**src/rtl/shift_xor_pkg.sv**
```systemverilog
`default_nettype none
// ============================================================================
// Module      : shift_xor_pkg
// Description : Shared constants and state type for the shift/xor decoder
//               and its paired encoder benches.
// Revision    : 1.0 - initial release
// ============================================================================
package shift_xor_pkg;

    localparam int DEFAULT_WIDTH = 8;
    localparam int BYTE_W        = 8;

    typedef enum logic [0:0] {
        ST_FILL = 1'b0,
        ST_RUN  = 1'b1
    } sxd_state_e;

endpackage : shift_xor_pkg
`default_nettype wire

```
**src/rtl/sxd_deser.sv**
```systemverilog
`default_nettype none
// ============================================================================
// Module      : sxd_deser
// Description : Collects recovered bits into bytes, first bit in bit 0, and
//               emits a one-cycle byte_valid_o with each completed byte.
// Revision    : 1.0 - initial release
// ============================================================================
module sxd_deser
    import shift_xor_pkg::*;
(
    input  logic              clk,
    input  logic              rst_n,
    input  logic              bit_i,
    input  logic              valid_i,
    output logic [BYTE_W-1:0] byte_o,
    output logic              byte_valid_o
);

    localparam int CNT_W = $clog2(BYTE_W);

    logic [CNT_W-1:0]  cnt_q;
    logic [BYTE_W-1:0] sr_q;
    logic [BYTE_W-1:0] sr_d;
    logic [BYTE_W-1:0] byte_q;
    logic              byte_valid_q;

    // Partial byte with the incoming bit placed at its group position.
    always_comb begin
        sr_d        = sr_q;
        sr_d[cnt_q] = bit_i;
    end

    // Bit counter, partial byte and completed-byte register with its pulse.
    always_ff @(posedge clk) begin
        if (!rst_n) begin
            cnt_q        <= '0;
            sr_q         <= '0;
            byte_q       <= '0;
            byte_valid_q <= 1'b0;
        end else begin
            byte_valid_q <= 1'b0;
            if (valid_i) begin
                sr_q  <= sr_d;
                cnt_q <= cnt_q + CNT_W'(1);
                if (cnt_q == CNT_W'(BYTE_W - 1)) begin
                    byte_q       <= sr_d;
                    byte_valid_q <= 1'b1;
                end
            end
        end
    end

    assign byte_o       = byte_q;
    assign byte_valid_o = byte_valid_q;

endmodule : sxd_deser
`default_nettype wire

```
**src/rtl/shift_xor_decoder.sv**
```systemverilog
`default_nettype none
// ============================================================================
// Module      : shift_xor_decoder
// Description : Inverts a WIDTH-stage shift/xor serial encoder using a copy
//               of the key history and its running parity, then deserializes
//               the recovered bits into bytes.
// Revision    : 1.0 - initial release
// ============================================================================
module shift_xor_decoder
    import shift_xor_pkg::*;
#(
    parameter int WIDTH = DEFAULT_WIDTH
) (
    input  logic              clk,
    input  logic              rst_n,
    input  logic              enc_in,
    input  logic              xor_in,
    output logic              bit_out,
    output logic              bit_valid,
    output logic [BYTE_W-1:0] byte_out,
    output logic              byte_valid
);

    localparam int FILL_W = $clog2(WIDTH + 1);

    logic [WIDTH-1:0]  hist_q;
    logic [WIDTH-1:0]  hist_d;
    logic              par_q;
    logic              par_d;
    sxd_state_e        state_q;
    logic [FILL_W-1:0] fill_cnt_q;
    logic              bit_q;
    logic              bit_valid_q;
    logic              bit_d;
    logic              bit_valid_d;

    // hist_q[0] is the previous key bit, hist_q[WIDTH-1] the oldest one.
    // Parity tracks the XOR of hist_q incrementally: add the new key bit and
    // drop the one falling off the end, so no wide XOR tree is needed.
    assign hist_d = {hist_q[WIDTH-2:0], xor_in};
    assign par_d  = par_q ^ xor_in ^ hist_q[WIDTH-1];

    // Bit and valid as they will be registered this edge; the deserializer
    // consumes these so its byte pulse lines up with the bit's valid.
    assign bit_valid_d = (state_q == ST_RUN);
    assign bit_d       = bit_valid_d & (enc_in ^ par_q);

    // Key history and its parity advance every cycle, in FILL and RUN alike.
    always_ff @(posedge clk) begin
        if (!rst_n) begin
            hist_q <= '0;
            par_q  <= 1'b0;
        end else begin
            hist_q <= hist_d;
            par_q  <= par_d;
        end
    end

    // FILL waits WIDTH edges for the key history (and the encoder pipeline)
    // to be fully populated; RUN then emits one recovered bit per edge.
    always_ff @(posedge clk) begin
        if (!rst_n) begin
            state_q     <= ST_FILL;
            fill_cnt_q  <= '0;
            bit_q       <= 1'b0;
            bit_valid_q <= 1'b0;
        end else begin
            case (state_q)
                ST_FILL: begin
                    bit_q       <= 1'b0;
                    bit_valid_q <= 1'b0;
                    if (fill_cnt_q == FILL_W'(WIDTH - 1)) begin
                        fill_cnt_q <= FILL_W'(WIDTH);
                        state_q    <= ST_RUN;
                    end else begin
                        fill_cnt_q <= fill_cnt_q + FILL_W'(1);
                    end
                end
                ST_RUN: begin
                    bit_q       <= bit_d;
                    bit_valid_q <= 1'b1;
                end
                default: begin
                    state_q     <= ST_FILL;
                    bit_q       <= 1'b0;
                    bit_valid_q <= 1'b0;
                end
            endcase
        end
    end

    sxd_deser u_deser (
        .clk          (clk),
        .rst_n        (rst_n),
        .bit_i        (bit_d),
        .valid_i      (bit_valid_d),
        .byte_o       (byte_out),
        .byte_valid_o (byte_valid)
    );

    assign bit_out   = bit_q;
    assign bit_valid = bit_valid_q;

endmodule : shift_xor_decoder
`default_nettype wire

```
**config.mk**
```make
export PLATFORM = sky130hd
export DESIGN_NAME = shift_xor_decoder
export DESIGN_NICKNAME = d
export VERILOG_FILES = /design/src/rtl/shift_xor_pkg.sv /design/src/rtl/sxd_deser.sv /design/src/rtl/shift_xor_decoder.sv
export SDC_FILE = /design/constraint.sdc
export NUM_CORES = 1
export LEC_CHECK = 0
export ABC_AREA = 1
export BUFFER_PORTS_ARGS = -buffer_cell sky130_fd_sc_hd__buf_2
export CAP_MARGIN = 5
export CORE_AREA = 2 2 71 73
export CTS_BUF_LIST = sky130_fd_sc_hd__clkbuf_8
export DETAILED_ROUTE_END_ITERATION = 6
export DIE_AREA = 0 0 73 75
export GPL_TIMING_DRIVEN = 0
export PLACE_DENSITY_LB_ADDON = 0.15
export SLEW_MARGIN = 20
export SYNTH_ARGS = -nofsm -noshare
export SYNTH_HDL_FRONTEND = slang
export SYNTH_HIERARCHICAL = 1
export SYNTH_SLANG_ARGS = --single-unit
export TNS_END_PERCENT = 30
```
**constraint.sdc**
```tcl
create_clock -name clk -period 3 [get_ports clk]
set_input_delay 0.3 -clock clk [delete_from_list [all_inputs] [get_ports clk]]
set_output_delay 0.3 -clock clk [all_outputs]
set_load 0.05 [all_outputs]
```
==> metrics.md, run 1 <==
| Metric | Value |
|---|---|
| Ys Warns | `6` |
| CP Capture Type | `flip-flop` |
| Pins Over Slew Limit | `0` |
| Detail Route Antenna Nets | `0` |
| Cell Count, Final, Fillers Out | `about 290` |
| Clock Root Buffer | `clkbuf_8` |
| # clock sinks | `36` |
| DP HPWL | `2034 um` |
| Final min period | `~1300 ps` |
| CP Launch Point | `u_deser/cnt_q[0]` |
| Hold Path Origin | `xor_in` |
| Via Count | `1,287` |
| Critical path's largest stage delay | `310 ps` |
| Drt first pass iters | `4` |
| Post-cts resize count | `0` |
| Die height | `75 um` |
| GPL Wtd Cong | `0.7421` |
| Filler cell count | `~480` |
| Critical Path Slowest Stage Cell | `dfxtp_1` |
| Clock latency reported for the late side of the worst-skew pair | `290 ps` |
| Io pins | `15` |
| Mean Syn Cell Area | `roughly 7.4 um^2` |
| Port Buffers | `14` |
| RSZ-0062 raised after global routing | `false` |
| Drt via density | `4.408` |
| Clock tree buffer depth | `2` |
| Synth Register Bits | `36` |
| Syn Nets | `223` |
| First-pass GRT wire length | `5099 um` |
| Footprint of the multi-input gates | `646.9 um^2` |
| Largest net degree at the start of global routing | `13` |
| Post-Place Cells | `284` |
| Initial antenna violation count | `0` |
| Worst path required time | `3190 ps` |
| Clk_skew | `5.335 ps` |
| Crit Path Category | `flip-flop to flip-flop` |
| Worst VDD drop | `approximately 0.24 mV` |
| Final hold slack | `215.2 ps` |
| N_diodes | `0` |
| CTS tree | `done` |
| Dominant cell type by area after synthesis | `dfxtp_1` |
| Sequential Area | `720.7 um^2` |
| Crit path cell chain | `ha_1 -> ha_1 -> nand2_4 -> inv_6 -> buf_12 -> nor2_2 -> nor2_2 -> nand2_1 -> inv_1` |
| Hold buffer count at cts | `0` |
| Starting DRT DRC Count | `50` |
| Sw power | `around 0.21 mW` |
| Period utilisation layout | `~44%` |
| Worst-path clk slew | `approximately 70 ps` |
| Cell Area, Synth | `1590 um^2` |
| Top Family by Delay on Critical Path | `adder cells` |
| Buf+Inv Stages, Crit Path | `3` |
| Cells after synthesis | `around 220` |
| Total GRT Usage | `12.42%` |
| Detailed Route WL | `a little under 3000 um` |
| CP Max Fanout | `10` |
| Core area | `4661 um^2` |
| Startpoint Class | `flip-flop` |
| WP data arrival | `1500 ps` |
| Sequential share of power | `51.5%` |
| Fmax | `approximately 760 MHz` |
| Status | `complete, no violations` |
| Layout cells sized above 1 | `18.49%` |
| Die Area | `5475 um^2` |
| Total CTS buffers | `5` |
| Post-CTS Setup Inserts | `0` |
| Max-cap violation count | `0` |
| Initial Util | `34.12%` |
| Combinational Power Share | `4.0%` |
| Vias in the first global route | `about 1,200` |
| Int Power | `about 0.75 mW` |
| Site Rows | `25` |
| DRC errors left | `0` |
| Register area share after synthesis | `between 40% and 50%` |
| Area share of the largest cell type after synthesis | `between 40% and 50%` |
| Remaining global-route overflow | `0` |
| Netlist cell types | `24` |
| Relative slew slack | `83.23%` |
| # setup viols final | `0` |
| Slew @ Worst Pin | `253.3 ps` |
| LEAKAGE | `around 0.94 nW` |
| Switching share of power | `22.09%` |
| Setup TNS | `0 ps` |
| Pwr dens | `521.6 nW/um^2` |
| Number of nets in the layout | `244` |
| Die X | `73 um` |
| Clock Power Share | `44.6%` |
| WL/cell | `10.04 um` |
| Final hold vios | `0` |
| Area growth syn-to-layout | `15.66%` |
| Worst min-delay path class | `input pin to flip-flop` |
| Reg2reg start | `u_deser/cnt_q[0]` |
| Most area-consuming cells after synthesis | `dfxtp_1, nand2_1, nor2_1, nand3_1, inv_1` |
| Clock H-tree levels | `2` |
-- kinds of logic (layout without fill, tap and decap cells) --
kind of cell,Yosys count,count (layout),share of synthesized area [%]
AOI/OAI and AO/OA,13,13,4.091
and+or+nand+nor,118,118,33.67
buffers and inverters,45,67,14.00
adders and majority gates,3,3,2.361
xor gates and xnor gates,1,1,0.5508
DFF,36,36,45.32
-- flip-flops by register name (all words and copies together) (netlist names) --
signal,count
u_deser/sr_q,8
bit_valid_d,1
par_q,1
bit_out,1
u_deser/cnt_q,3
u_deser/byte_o,8
hist_q,8
bit_valid,1
fill_cnt_q,4
u_deser/byte_valid_o,1
-- worst min-delay path, cell delays in order --
cell and delay, ps:
buf_2 100, nand2_1 50, inv_1 40
-- worst paths after layout --
kind / end / slack (ps) / cells after the start
hold / removal: hist_q[0] / 220 / 3
hold reg to reg: hist_q[3] / 420 / 2
setup / recovery: u_deser/byte_o[5] / 1690 / 9
setup reg to reg: u_deser/byte_o[5] / 1690 / 9
-- cells in the mapped netlist --
cell       n
a21oi_1    7
and3_1     1
buf_12     1
buf_2      3
buf_4      3
buf_6      1
clkbuf_8   1
dfxtp_1   36
ha_1       3
inv_1     31
inv_2      4
inv_6      1
nand2_1   40
nand2_4    1
nand3_1   26
nand3_2    1
nand4_1    7
nor2_1    35
nor2_2     4
nor2_4     1
nor3_2     1
o21ai_0    6
or2_1      1
xnor2_1    1
-- placed cells by master (no fill, tap or decap), types with 3 or more instances in the layout --
master / n
a21oi_1: 7
buf_2: 17
buf_4: 3
clkbuf_8: 6
dfxtp_1: 36
ha_1: 3
inv_1: 31
inv_2: 4
nand2_1: 40
nand3_1: 26
nand4_1: 7
nor2_1: 35
nor2_2: 4
o21ai_0: 6
-- cell type report --
cell class	instances	share of cell area [%]
clock inverter	3	2.313
multi-input combinational	135	35.17
buffer	9	4.490
timing repair buffer	14	3.810
clock buffer	5	3.742
inverter	36	7.619
sequential	36	39.18
tap	54	3.673
-- metrics by stage --
step	worst slack (ps)	util, %	total power, mW	area, um^2
floorplan	1765	-	0.5319	1590
global placement	1691	37.07	0.5436	1728
detailed placement	1696	37.07	0.5435	1728
CTS	1681	39.46	0.9764	1839
global route	1506	39.46	1.002	1839
finish	1690	39.46	0.9593	1839
-- power by group through the flow --
stage                     clock, mW  combinational, mW  sequential [mW]
final                         0.428             0.0380            0.494
after global routing          0.463             0.0446            0.495
after CTS                     0.444             0.0387            0.494
after detailed placement          0             0.0388            0.505
after global placement            0             0.0384            0.505
after floorplan                   0             0.0282            0.504
-- routing by layer --
layer | wire, um | vias to the layer above | global-route usage (%)
li1 | - | 714 | -
met2 | 1289 | 16 | 19.12
met3 | 83 | 7 | 3.614
met4 | 62 | 0 | 6.790
met1 | 1497 | 550 | 15.68
met5 | 0 | - | 0
No activity file was read; power rests on OpenSTA's default activity.
==> run 2, diff against run 1 <==
Settings changed: ABC_AREA 1 to 0.
Clock period 3 ns to 1.2 ns, I/O delays scaled along.
==> run 2 against run 1 <==
Net effect:
- the flow now finishes with violations (setup timing)
- critical path depth down 3
- global-route usage up 1.3 points
- combinational power up 150%
- synthesized area up 0.71%
- count of clock-buffer cells in the layout up 2
- register-to-register slack worse by 1800 ps
- power rose to 2.6 times the previous value
- sequential share of layout area down 3.5 points
- cell count down 20%
- core utilization up 4.4 points
- first-iteration DRC count down 4.0%
- clock power rose to 2.7 times the previous value
- largest cell class is now multi-input gates
- largest power group unchanged
==> metrics.md, run 2 <==
| Metric | Value |
|---|---|
| Dominant cell type by area after synthesis | `dfxtp_1` |
| GPL Wtd Cong | `0.7258` |
| Pins Over Slew Limit | `0` |
| Relative slew slack | `about two thirds` |
| DP HPWL | `2141 um` |
| Worst-path clk slew | `~80 ps` |
| Total CTS buffers | `5` |
| Final hold slack | `between 70 and 80 ps` |
| Area after DPL | `about 1800 um^2` |
| Clock latency reported for the late side of the worst-skew pair | `just under 300 ps` |
| Initial antenna violation count | `0` |
| Critical path's largest stage delay | `360 ps` |
| R2r endpoint | `u_deser/byte_o[4]` |
| Hold Path Origin | `xor_in` |
| Mean Syn Cell Area | `10.54 um^2` |
| Top cells by instance count after synthesis | `dfxtp_1, mux2i_1, and2_1, o21ai_0` |
| Slew @ Worst Pin | `476.6 ps` |
| Crit Path Category | `flip-flop to flip-flop` |
| # clock sinks | `36` |
| Final min period | `1264 ps` |
| Die Area | `5475 um^2` |
| Commonest non-fill, non-tap cell in the layout | `dfxtp_1` |
| Ys Warns | `6` |
| Crit path cell chain | `ha_4 -> ha_4 -> and2_4 -> buf_8 -> o21ai_2 -> a21oi_1` |
| Remaining global-route overflow | `0` |
| Area share of the largest cell type after synthesis | `45.00%` |
| Hold buffer count at cts | `0` |
| Post-synth EDFFs | `0` |
| Worst min-delay path class | `input pin to flip-flop` |
| Status | `complete, but fails checks` |
| Area growth syn-to-layout | `27.58%` |
| WL/cell | `13.94 um` |
| Number of nets in the layout | `185` |
| Fmax | `791.4 MHz` |
| LEAKAGE | `0.8162 nW` |
| First-pass GRT wire length | `5575 um` |
| CTS tree | `done` |
| Io pins | `15` |
| Core area | `4661 um^2` |
| Most common cell in the netlist | `dfxtp_1` |
| Die height | `75 um` |
| Sink of the worst hold path | `hist_q[0]` |
| Worst Slack Setup Final | `-63.57 ps` |
| Largest net degree at the start of global routing | `12` |
| # setup viols final | `5` |
| Startpoint Class | `flip-flop` |
| Pwr dens | `1212 nW/um^2` |
| Total Power | `approximately 2.5 mW` |
| Final hold vios | `0` |
| Total GRT Usage | `between 10% and 20%` |
| Worst Reg-to-Reg Cells | `6` |
| Failing checks | `setup timing` |
| Vias in the first global route | `about 1,200` |
| Detail Route Antenna Nets | `0` |
| Cells after synthesis | `152` |
| Period utilisation layout | `105.3%` |
| Initial Util | `34.36%` |
| Synth Register Bits | `36` |
| Via Count | `about 1,200` |
| Layout cells sized above 1 | `between 30% and 40%` |
| Post-synth ARST share | `0%` |
| DRC errors left | `0` |
| WP data arrival | `1430 ps` |
| CP Capture Type | `flip-flop` |
| Cell Area, Synth | `1602 um^2` |
| Worst VDD drop | `0.9323 mV` |
| R2r setup slk | `-60 ps` |
| Register area share after synthesis | `45.00%` |
| Starting DRT DRC Count | `48` |
| Detailed Route WL | `3247 um` |
| RSZ-0062 raised after global routing | `true` |
| Filler cell count | `449` |
| Drt via density | `4.979` |
| Clock Root Buffer | `clkbuf_8` |
| CP Max Fanout | `8` |
| Netlist cell types | `38` |
| Site Rows | `25` |
| N_diodes | `0` |
| Worst Hold Depth | `2` |
| Syn Nets | `159` |
| Clk_skew | `9.761 ps` |
| Drt first pass iters | `4` |
| Clock tree buffer depth | `2` |
| Cell mode on critical path | `ha_4` |
| Max-cap violation count | `0` |
| Worst path required time | `1370 ps` |
| Buf+Inv Stages, Crit Path | `1` |
| Reg2reg start | `u_deser/cnt_q[0]` |
| Most frequent cells in the layout | `dfxtp_1, buf_2, mux2i_1` |
| Clock H-tree levels | `2` |
| Die X | `73 um` |
| Main flop type after synthesis | `dfxtp_1` |
| Final Cell Area | `2043 um^2` |
| Most area-consuming cells after synthesis | `dfxtp_1, mux2i_1, and2_1, nor2b_1, o21ai_0` |
| Port Buffers | `14` |
| Top Family by Delay on Critical Path | `flip-flops` |
| Critical Path Slowest Stage Cell | `dfxtp_4` |
run 2: cell count changes in the layout (fill, tap and decap cells not counted), sizes merged, moves of 14 or more:
cell and change:
nand3 -24, and2 +14, mux2i +15, nand2 -38
nor2 -37, inv -36
run 2: worst max-delay path by stage:
stage / from / endpoint / cells after the start
final: u_deser/cnt_q[0] / u_deser/byte_o[4] / 6
after global routing: u_deser/cnt_q[0] / u_deser/byte_o[4] / 6
after floorplan: u_deser/cnt_q[0] / u_deser/byte_o[4] / 7
after CTS: u_deser/cnt_q[0] / u_deser/byte_o[4] / 6
after detailed placement: par_q / u_deser/sr_q[1] / 5
after global placement: par_q / u_deser/sr_q[1] / 5
run 2: cell families (layout without fill, tap and decap cells):
logic type,after synthesis,after routing,share of synthesized area (%)
AND/OR/NAND/NOR,51,51,22.81
flip-flops,36,36,45.00
AO/OA/AOI/OAI,28,28,10.62
multiplexers,15,15,9.375
buffers and inverters,14,41,7.109
XOR/XNOR,5,5,2.734
adder cells (fa/ha/maj),3,3,2.344
run 2: per-stage QoR:
| step | setup TNS (ps) | std cells | util (%) | setup slack (ps) |
|---|---|---|---|---|
| CTS | -178.2 | 232 | 43.09 | -63.70 |
| detailed placement | -1922 | 220 | 38.17 | -232.0 |
| global placement | -1697 | 220 | 38.17 | -209.8 |
| global route | -615.6 | 233 | 43.84 | -109.3 |
| floorplan | -76.40 | 152 | - | -38.21 |
| finish | -177.0 | 233 | 43.84 | -63.57 |
run 2: power by group:
part / internal, mW / switching (mW) / total, mW
registers: 1.21 / 0.0179 / 1.23
clock network: 0.733 / 0.418 / 1.15
logic: 0.0504 / 0.0439 / 0.0944
run 2: metal layers:
layer  up-vias  global-route usage, %  wire (um)
li1        579                      -          -
met1       540                  15.70       1467
met2        32                  22.62       1545
met3         9                  4.685        168
met4         0                  7.613         65
met5         -                      0          0
run 2: worst register-to-register path, cell delays in order (launching register included):
cell and delay, ps:
dfxtp_4 360, ha_4 160, ha_4 150, and2_4 170
buf_8 150, o21ai_2 100, a21oi_1 50
run 2: layout make-up:
cell class	instances	area (um^2)	area share (%)
Clock buffer	7	96.34	4.715
Timing Repair Buffer	22	171.4	8.389
Tap cell	54	67.56	3.307
Buffer	11	121.4	5.940
Clock inverter	1	30.03	1.470
Sequential cell	36	729.5	35.70
Multi-Input combinational cell	102	827.0	40.48
run 2: what timing repair did:
item                       CTS  global route
pin swaps                    8             5
buffers inserted             4             1
setup endpoints to repair   13            14
cloned                       3             0
resized for setup           16             8
